File: src/rtl/calc_pkg.sv
// Shared types and widths for the 4-bit calculator and its divider.
package calc_pkg;

  localparam int OPW  = 4;
  localparam int RESW = 8;

  typedef enum logic [2:0] {
    OP_ADD = 3'b000,
    OP_SUB = 3'b001,
    OP_MUL = 3'b010,
    OP_DIV = 3'b011,
    OP_MOD = 3'b100,
    OP_AND = 3'b101,
    OP_OR  = 3'b110,
    OP_XOR = 3'b111
  } opcode_t;

  typedef enum logic {
    DIV_IDLE = 1'b0,
    DIV_RUN  = 1'b1
  } div_state_t;

  // True for the opcodes that go through the multi-cycle divider.
  function automatic logic is_div_op(input opcode_t op);
    return (op == OP_DIV) || (op == OP_MOD);
  endfunction

endpackage

File: src/rtl/calculator_if.sv
// Host-side request/result bundle for the calculator.
// Handshake: a request is taken on a rising edge where in_valid=1 and
// busy=0 (busy is the inverse of ready); a/b/oper only matter on that edge.
// out_valid is a one-cycle pulse marking the edge at which out was updated.
interface calculator_if
  import calc_pkg::*;
();
  logic            in_valid;
  logic [OPW-1:0]  a;
  logic [OPW-1:0]  b;
  opcode_t         oper;
  logic [RESW-1:0] out;
  logic            out_valid;
  logic            busy;

  modport master (output in_valid, a, b, oper, input out, out_valid, busy);
  modport slave  (input in_valid, a, b, oper, output out, out_valid, busy);
endinterface

File: src/rtl/calc_div.sv
// 4-bit sequential restoring divider, one quotient bit per cycle, MSB first.
// The load happens on the start edge; the fourth iteration's result is
// presented combinationally with done so the caller can register it on
// the same edge the divider returns to idle.
module calc_div
  import calc_pkg::*;
(
  input  logic           clk,
  input  logic           rst_n,
  input  logic           start,
  input  logic [OPW-1:0] dividend,
  input  logic [OPW-1:0] divisor,
  output logic           done,
  output logic [OPW-1:0] quotient,
  output logic [OPW-1:0] remainder,
  output div_state_t     state
);

  div_state_t     next_state;
  logic [OPW-1:0] q_r;
  logic [OPW-1:0] rem_r;
  logic [OPW-1:0] dvs_r;
  logic [1:0]     cnt_r;
  logic [OPW:0]   rem_sh;
  logic [OPW-1:0] rem_nx;
  logic [OPW-1:0] q_nx;

  // One restoring step: shift in the next dividend bit, subtract if it fits.
  always_comb begin
    rem_sh = {rem_r, q_r[OPW-1]};
    rem_nx = rem_sh[OPW-1:0];
    q_nx   = {q_r[OPW-2:0], 1'b0};
    if (rem_sh >= {1'b0, dvs_r}) begin
      rem_nx = 4'(rem_sh - {1'b0, dvs_r});
      q_nx   = {q_r[OPW-2:0], 1'b1};
    end
  end

  assign quotient  = q_nx;
  assign remainder = rem_nx;

  // Next-state and done: finish after the fourth iteration.
  always_comb begin
    next_state = state;
    done       = 1'b0;
    case (state)
      DIV_IDLE: if (start) next_state = DIV_RUN;
      DIV_RUN: begin
        if (cnt_r == 2'd3) begin
          done       = 1'b1;
          next_state = DIV_IDLE;
        end
      end
      default: next_state = DIV_IDLE;
    endcase
  end

  // State register.
  always_ff @(posedge clk or negedge rst_n) begin
    if (!rst_n) state <= DIV_IDLE;
    else        state <= next_state;
  end

  // Datapath: load operands on start, iterate while running.
  always_ff @(posedge clk or negedge rst_n) begin
    if (!rst_n) begin
      q_r   <= '0;
      rem_r <= '0;
      dvs_r <= '0;
      cnt_r <= '0;
    end else if (state == DIV_IDLE && start) begin
      q_r   <= dividend;
      rem_r <= '0;
      dvs_r <= divisor;
      cnt_r <= '0;
    end else if (state == DIV_RUN) begin
      q_r   <= q_nx;
      rem_r <= rem_nx;
      cnt_r <= cnt_r + 2'd1;
    end
  end

endmodule

File: src/rtl/calculator.sv
// 4-bit calculator: single-cycle ALU ops plus DIV/MOD through calc_div.
// Divide by zero never reaches the divider; it is resolved in the ALU.
module calculator
  import calc_pkg::*;
(
  input  logic       clk,
  input  logic       rst_n,
  calculator_if.slave bus,
  output div_state_t div_state
);

  logic            busy;
  logic            accept;
  logic            start;
  logic            div_done;
  logic [OPW-1:0]  quo;
  logic [OPW-1:0]  rem;
  logic            is_mod_r;
  logic [RESW-1:0] a8;
  logic [RESW-1:0] b8;
  logic [RESW-1:0] alu;

  assign busy     = (div_state == DIV_RUN);
  assign bus.busy = busy;
  assign accept   = bus.in_valid && !busy;
  assign start    = accept && is_div_op(bus.oper) && (bus.b != '0);
  assign a8       = {4'h0, bus.a};
  assign b8       = {4'h0, bus.b};

  calc_div u_div (
    .clk       (clk),
    .rst_n     (rst_n),
    .start     (start),
    .dividend  (bus.a),
    .divisor   (bus.b),
    .done      (div_done),
    .quotient  (quo),
    .remainder (rem),
    .state     (div_state)
  );

  // Single-cycle ALU; DIV/MOD entries here only cover the b==0 case.
  always_comb begin
    alu = '0;
    case (bus.oper)
      OP_ADD:  alu = a8 + b8;
      OP_SUB:  alu = a8 - b8;
      OP_MUL:  alu = a8 * b8;
      OP_DIV:  alu = 8'hFF;
      OP_MOD:  alu = a8;
      OP_AND:  alu = a8 & b8;
      OP_OR:   alu = a8 | b8;
      OP_XOR:  alu = a8 ^ b8;
      default: alu = '0;
    endcase
  end

  // Remember which divider result (quotient or remainder) to publish.
  always_ff @(posedge clk or negedge rst_n) begin
    if (!rst_n)     is_mod_r <= 1'b0;
    else if (start) is_mod_r <= (bus.oper == OP_MOD);
  end

  // Result register and one-cycle valid pulse.
  always_ff @(posedge clk or negedge rst_n) begin
    if (!rst_n) begin
      bus.out       <= '0;
      bus.out_valid <= 1'b0;
    end else begin
      bus.out_valid <= 1'b0;
      if (div_done) begin
        bus.out       <= is_mod_r ? {4'h0, rem} : {4'h0, quo};
        bus.out_valid <= 1'b1;
      end else if (accept && !start) begin
        bus.out       <= alu;
        bus.out_valid <= 1'b1;
      end
    end
  end

endmodule

File: src/flat_wrapper.sv
// flat-port wrapper written by rule: the top's interface ports become plain ports
module calculator_flat import calc_pkg::*;
  (clk, rst_n, div_state, bus_in_valid, bus_a, bus_b, bus_oper, bus_out, bus_out_valid, bus_busy);
  calculator_if bus_i ();
  input  logic clk;
  input  logic rst_n;
  output div_state_t div_state;
  input wire logic [$bits(bus_i.in_valid)-1:0] bus_in_valid;
  input wire logic [$bits(bus_i.a)-1:0] bus_a;
  input wire logic [$bits(bus_i.b)-1:0] bus_b;
  input wire logic [$bits(bus_i.oper)-1:0] bus_oper;
  output wire logic [$bits(bus_i.out)-1:0] bus_out;
  output wire logic [$bits(bus_i.out_valid)-1:0] bus_out_valid;
  output wire logic [$bits(bus_i.busy)-1:0] bus_busy;
  assign bus_i.in_valid = bus_in_valid;
  assign bus_i.a = bus_a;
  assign bus_i.b = bus_b;
  assign bus_i.oper = bus_oper;
  assign bus_out = bus_i.out;
  assign bus_out_valid = bus_i.out_valid;
  assign bus_busy = bus_i.busy;
  calculator u_core (.clk(clk), .rst_n(rst_n), .bus(bus_i), .div_state(div_state));
endmodule
File: config.mk
export PLATFORM = sky130hd
export DESIGN_NAME = calculator_flat
export DESIGN_NICKNAME = d
export VERILOG_FILES = /design/src/rtl/calc_pkg.sv /design/src/rtl/calculator_if.sv /design/src/rtl/calc_div.sv /design/src/rtl/calculator.sv /design/src/flat_wrapper.sv
export SDC_FILE = /design/constraint.sdc
export NUM_CORES = 1
export LEC_CHECK = 0
export ABC_AREA = 0
export CAP_MARGIN = 40
export CORE_MARGIN = 2
export CORE_UTILIZATION = 58
export DETAILED_ROUTE_END_ITERATION = 12
export MAX_ROUTING_LAYER = met4
export PLACE_DENSITY_LB_ADDON = 0.3
export SYNTH_ARGS = -nofsm -noshare
export SYNTH_HDL_FRONTEND = slang
export SYNTH_HIERARCHICAL = 1
export SYNTH_SLANG_ARGS = --single-unit
File: constraint.sdc
create_clock -name clk -period 2.9 [get_ports clk]
set_input_delay 0.725 -clock clk [delete_from_list [all_inputs] [get_ports clk]]
set_output_delay 0.725 -clock clk [all_outputs]
set_load 0.01 [all_outputs]
==> impl_metrics.py <==
metrics = {
    "run": {
        "maxCapViolations": 0,
    },
    "grt": {
        "gr-total-overflow": 0,
        "antenna_found_initial": 0,
        "grtUsageTotal_pct": 27.3,
        "first_global_vias": 2252,
        "grt_max_degree": 26,
        "grt_pass1_wl_mm": 10.6,
    },
    "floorplanning": {
        "ios": 25,
        "dieArea_sq_um": 4940,
        "rows": 24,
        "die_w_microns": 70.3,
        "core_area_sq_um": 4290,
        "initial_utilization_pct": 59.4,
        "die_h_microns": 70.3,
    },
    "min_path": {
        "min_from": "u_core/u_div/rem_r[3]$_DFFE_PN0P_",
        "min_path_type": "reg -> reg",
    },
    "layout": {
        "seq_area_sq_um": 626,
        "finalInstanceArea_sq_um": 3280,
        "area_growth_pct": 28.6,
        "nFillCells": 302,
        "instances_no_fill": 384,
        "multi_input_area_sq_um": 1880,
        "nets": 383,
        "layout-drive-gt1-share_pct": 29.5,
        "n_antenna_cell": 0,
    },
    "logic_synthesis": {
        "synth_common_cells": "ha_1, inv_1, dfrtp_1",
        "syn-cell-area_sq_um": 2550,
        "synthesis.instances": 280,
        "yosysTopAreaCell": "dfrtp_1",
        "synthTopCellsByArea": "dfrtp_1, ha_1, fa_1",
        "avgSynthCellArea_sq_um": 9.11,
        "yosys.area.top_type_share_pct": 24.5,
        "synth_seq_area_share_pct": 24.5,
        "synth_cell_type_count": 62,
        "synth_enable_flop_cells": 0,
        "synth_warnings": 6,
        "synth_fp_nets": 330,
        "synth.ff_latch_count": 25,
        "synth-main-ff-cell": "dfrtp_1",
        "synthArstFlopShare_pct": 100,
    },
    "timing": {
        "fin_ws_ns": -0.312,
        "maxSlewViolCount": 0,
        "whs_ns": 0.490,
        "finClkSkew_ns": 0.00637,
        "finalSetupViolations": 4,
        "finalSetupTns_ns": -0.608,
        "fin_crit_sh_pct": 111,
        "hold_violations": 0,
        "max_clock_freq_mhz": 311,
        "min_period_ns": 3.21,
        "worst_slew_pin_slew_ns": 0.610,
        "rsz0062_at_grt": "yes",
        "slew_headroom_pct": 59.3,
    },
    "critical_path": {
        "cp.arrival_ns": 3.36,
        "startpoint_type": "primary input",
        "rr_startpoint": "u_core/u_div/rem_r[0]$_DFFE_PN0P_",
        "end_kind": "flip-flop",
        "cp_max_fo": 2,
        "critPathKind": "in -> reg",
        "startpoint": "bus_a[2]",
        "cp.required_ns": 3.05,
    },
    "routing": {
        "wire_per_inst_microns": 16.9,
        "routed_via_density": 5.78,
        "drtPass1Iterations": 4,
        "drc": 0,
        "drtIter0Drc": 171,
        "via_count": 2218,
        "wirelength_mm": 6.48,
        "ant_nets": 0,
    },
    "clock_network": {
        "cts_htree_levels": 1,
        "cts_buffers": 3,
        "cts-root-buf": "clkbuf_8",
        "cts_hold_buffers": 0,
        "cts_num_sinks": 25,
        "clock_latency_ns": 0.27,
        "clk_path_buf_depth": 2,
        "clk_pin_slew_ns": 0.09,
        "cts_tree": "yes",
    },
    "power": {
        "power_density_nw_per_um2": 734,
        "p_leak_nw": 1.51,
        "irDropWorstVdd_mv": 0.459,
        "power.total_w": 0.00241,
    },
    "placed_design": {
        "numPlacedInstances": 378,
        "place_area_sq_um": 3070,
        "dp_hpwl_mm": 4.80,
        "portBuffers": 24,
        "gp_congestion": 0.923,
    },
    "status": {
        "violations": "setup timing",
        "status": "finished, violations left",
    },
}
## placed cells by master (no fill, tap or decap), drive strengths merged, types with 3 or more instances in the layout
master / netlist / final
a21oi: 18 / 18
o21ai: 16 / 16
ha: 29 / 29
clkdlybuf4s50: 0 / 17
a21o: 3 / 3
o311ai: 3 / 3
nor3: 3 / 3
buf: 11 / 45
clkbuf: 4 / 3
fa: 7 / 7
o41ai: 3 / 3
mux2i: 10 / 10
nor2: 25 / 25
o211ai: 3 / 3
a221o: 3 / 3
nor2b: 8 / 8
and2: 5 / 5
mux2: 5 / 5
dfrtp: 25 / 25
nand2b: 3 / 3
nand2: 22 / 22
inv: 31 / 31
xnor2: 5 / 5
## registers in the layout, summed over array words and instances (netlist names)
register and cells:
u_core/bus.out 8, u_core/u_div/dvs_r 4, u_core/u_div/q_r 4, u_core/u_div/rem_r 4
u_core/u_div/cnt_r 2, u_core/bus.out_valid 1, u_core/is_mod_r 1, u_core/u_div/state 1
## layer usage
metal	global-route usage [%]	wire length, microns
met1	36.3	2830
met2	44.1	3230
met3	2.89	292
met4	8.12	126
met5	-	0
## area by class of cell
cell class	instances	share of cell area, %
clock buffers	3	1.26
inverters	31	3.55
well taps	52	1.98
clock inverters	1	0.153
multi-input cells	209	57.5
flip-flops and latches	25	19.1
repair buffers	63	16.5
## final timing paths
kind	to	slack, ns	cells after the start
min in group asynchronous	u_core/u_div/cnt_r[0]$_DFFE_PN0P_	0.82	2
worst min register to register	u_core/u_div/rem_r[3]$_DFFE_PN0P_	0.49	2
worst max register to register	u_core/bus.out[2]$_DFFE_PN0P_	0.45	8
max in group asynchronous	u_core/u_div/q_r[3]$_DFFE_PN0P_	1.82	2
worst max-delay path	u_core/bus.out[3]$_DFFE_PN0P_	-0.31	12
worst min-delay path	u_core/u_div/rem_r[3]$_DFFE_PN0P_	0.49	2
## stage by stage
| step | worst slack (ns) | utilization, % |
|---|---|---|
| floorplan | -0.376 | - |
| global placement | -1.08 | 71.6 |
| detailed placement | -1.11 | 71.6 |
| CTS | -0.251 | 74.4 |
| global route | -0.417 | 76.4 |
| finish | -0.312 | 76.4 |
## timing repair
item                                    in CTS  in global routing
endpoints found under the setup margin       6                  5
buffers inserted                             1                  1
pin swaps                                   21                 12
resized for setup                           47                 12
## critical path: stages
cell,delay (ns)
buf_8,0.08
nand2_8,0.04
fa_1,0.56
inv_2,0.05
fa_1,0.56
inv_2,0.06
fa_2,0.54
nor3b_4,0.19
a2111oi_2,0.05
a211o_1,0.24
a32oi_1,0.16
o31ai_1,0.10
## power breakdown
part / switching, W / internal [W] / leakage [nW] / total (W)
Sequential: 0.000141 / 0.000512 / 0.311 / 0.000653
Combinational: 0.000774 / 0.000774 / 1.17 / 0.00155
Clock: 0.000110 / 0.0000960 / 0.0255 / 0.000206
## cell families (layout without fill, tap and decap cells)
family | after synthesis | after routing | share of synthesized area [%]
simple gates | 79 | 79 | 16.5
compound gates | 70 | 70 | 20.8
buf+inv | 46 | 98 | 8.14
fa+ha+maj | 36 | 36 | 19.7
flops | 25 | 25 | 24.5
mux | 17 | 17 | 7.90
xor+xnor | 7 | 7 | 2.40
No activity file was read; power rests on OpenSTA's default activity.
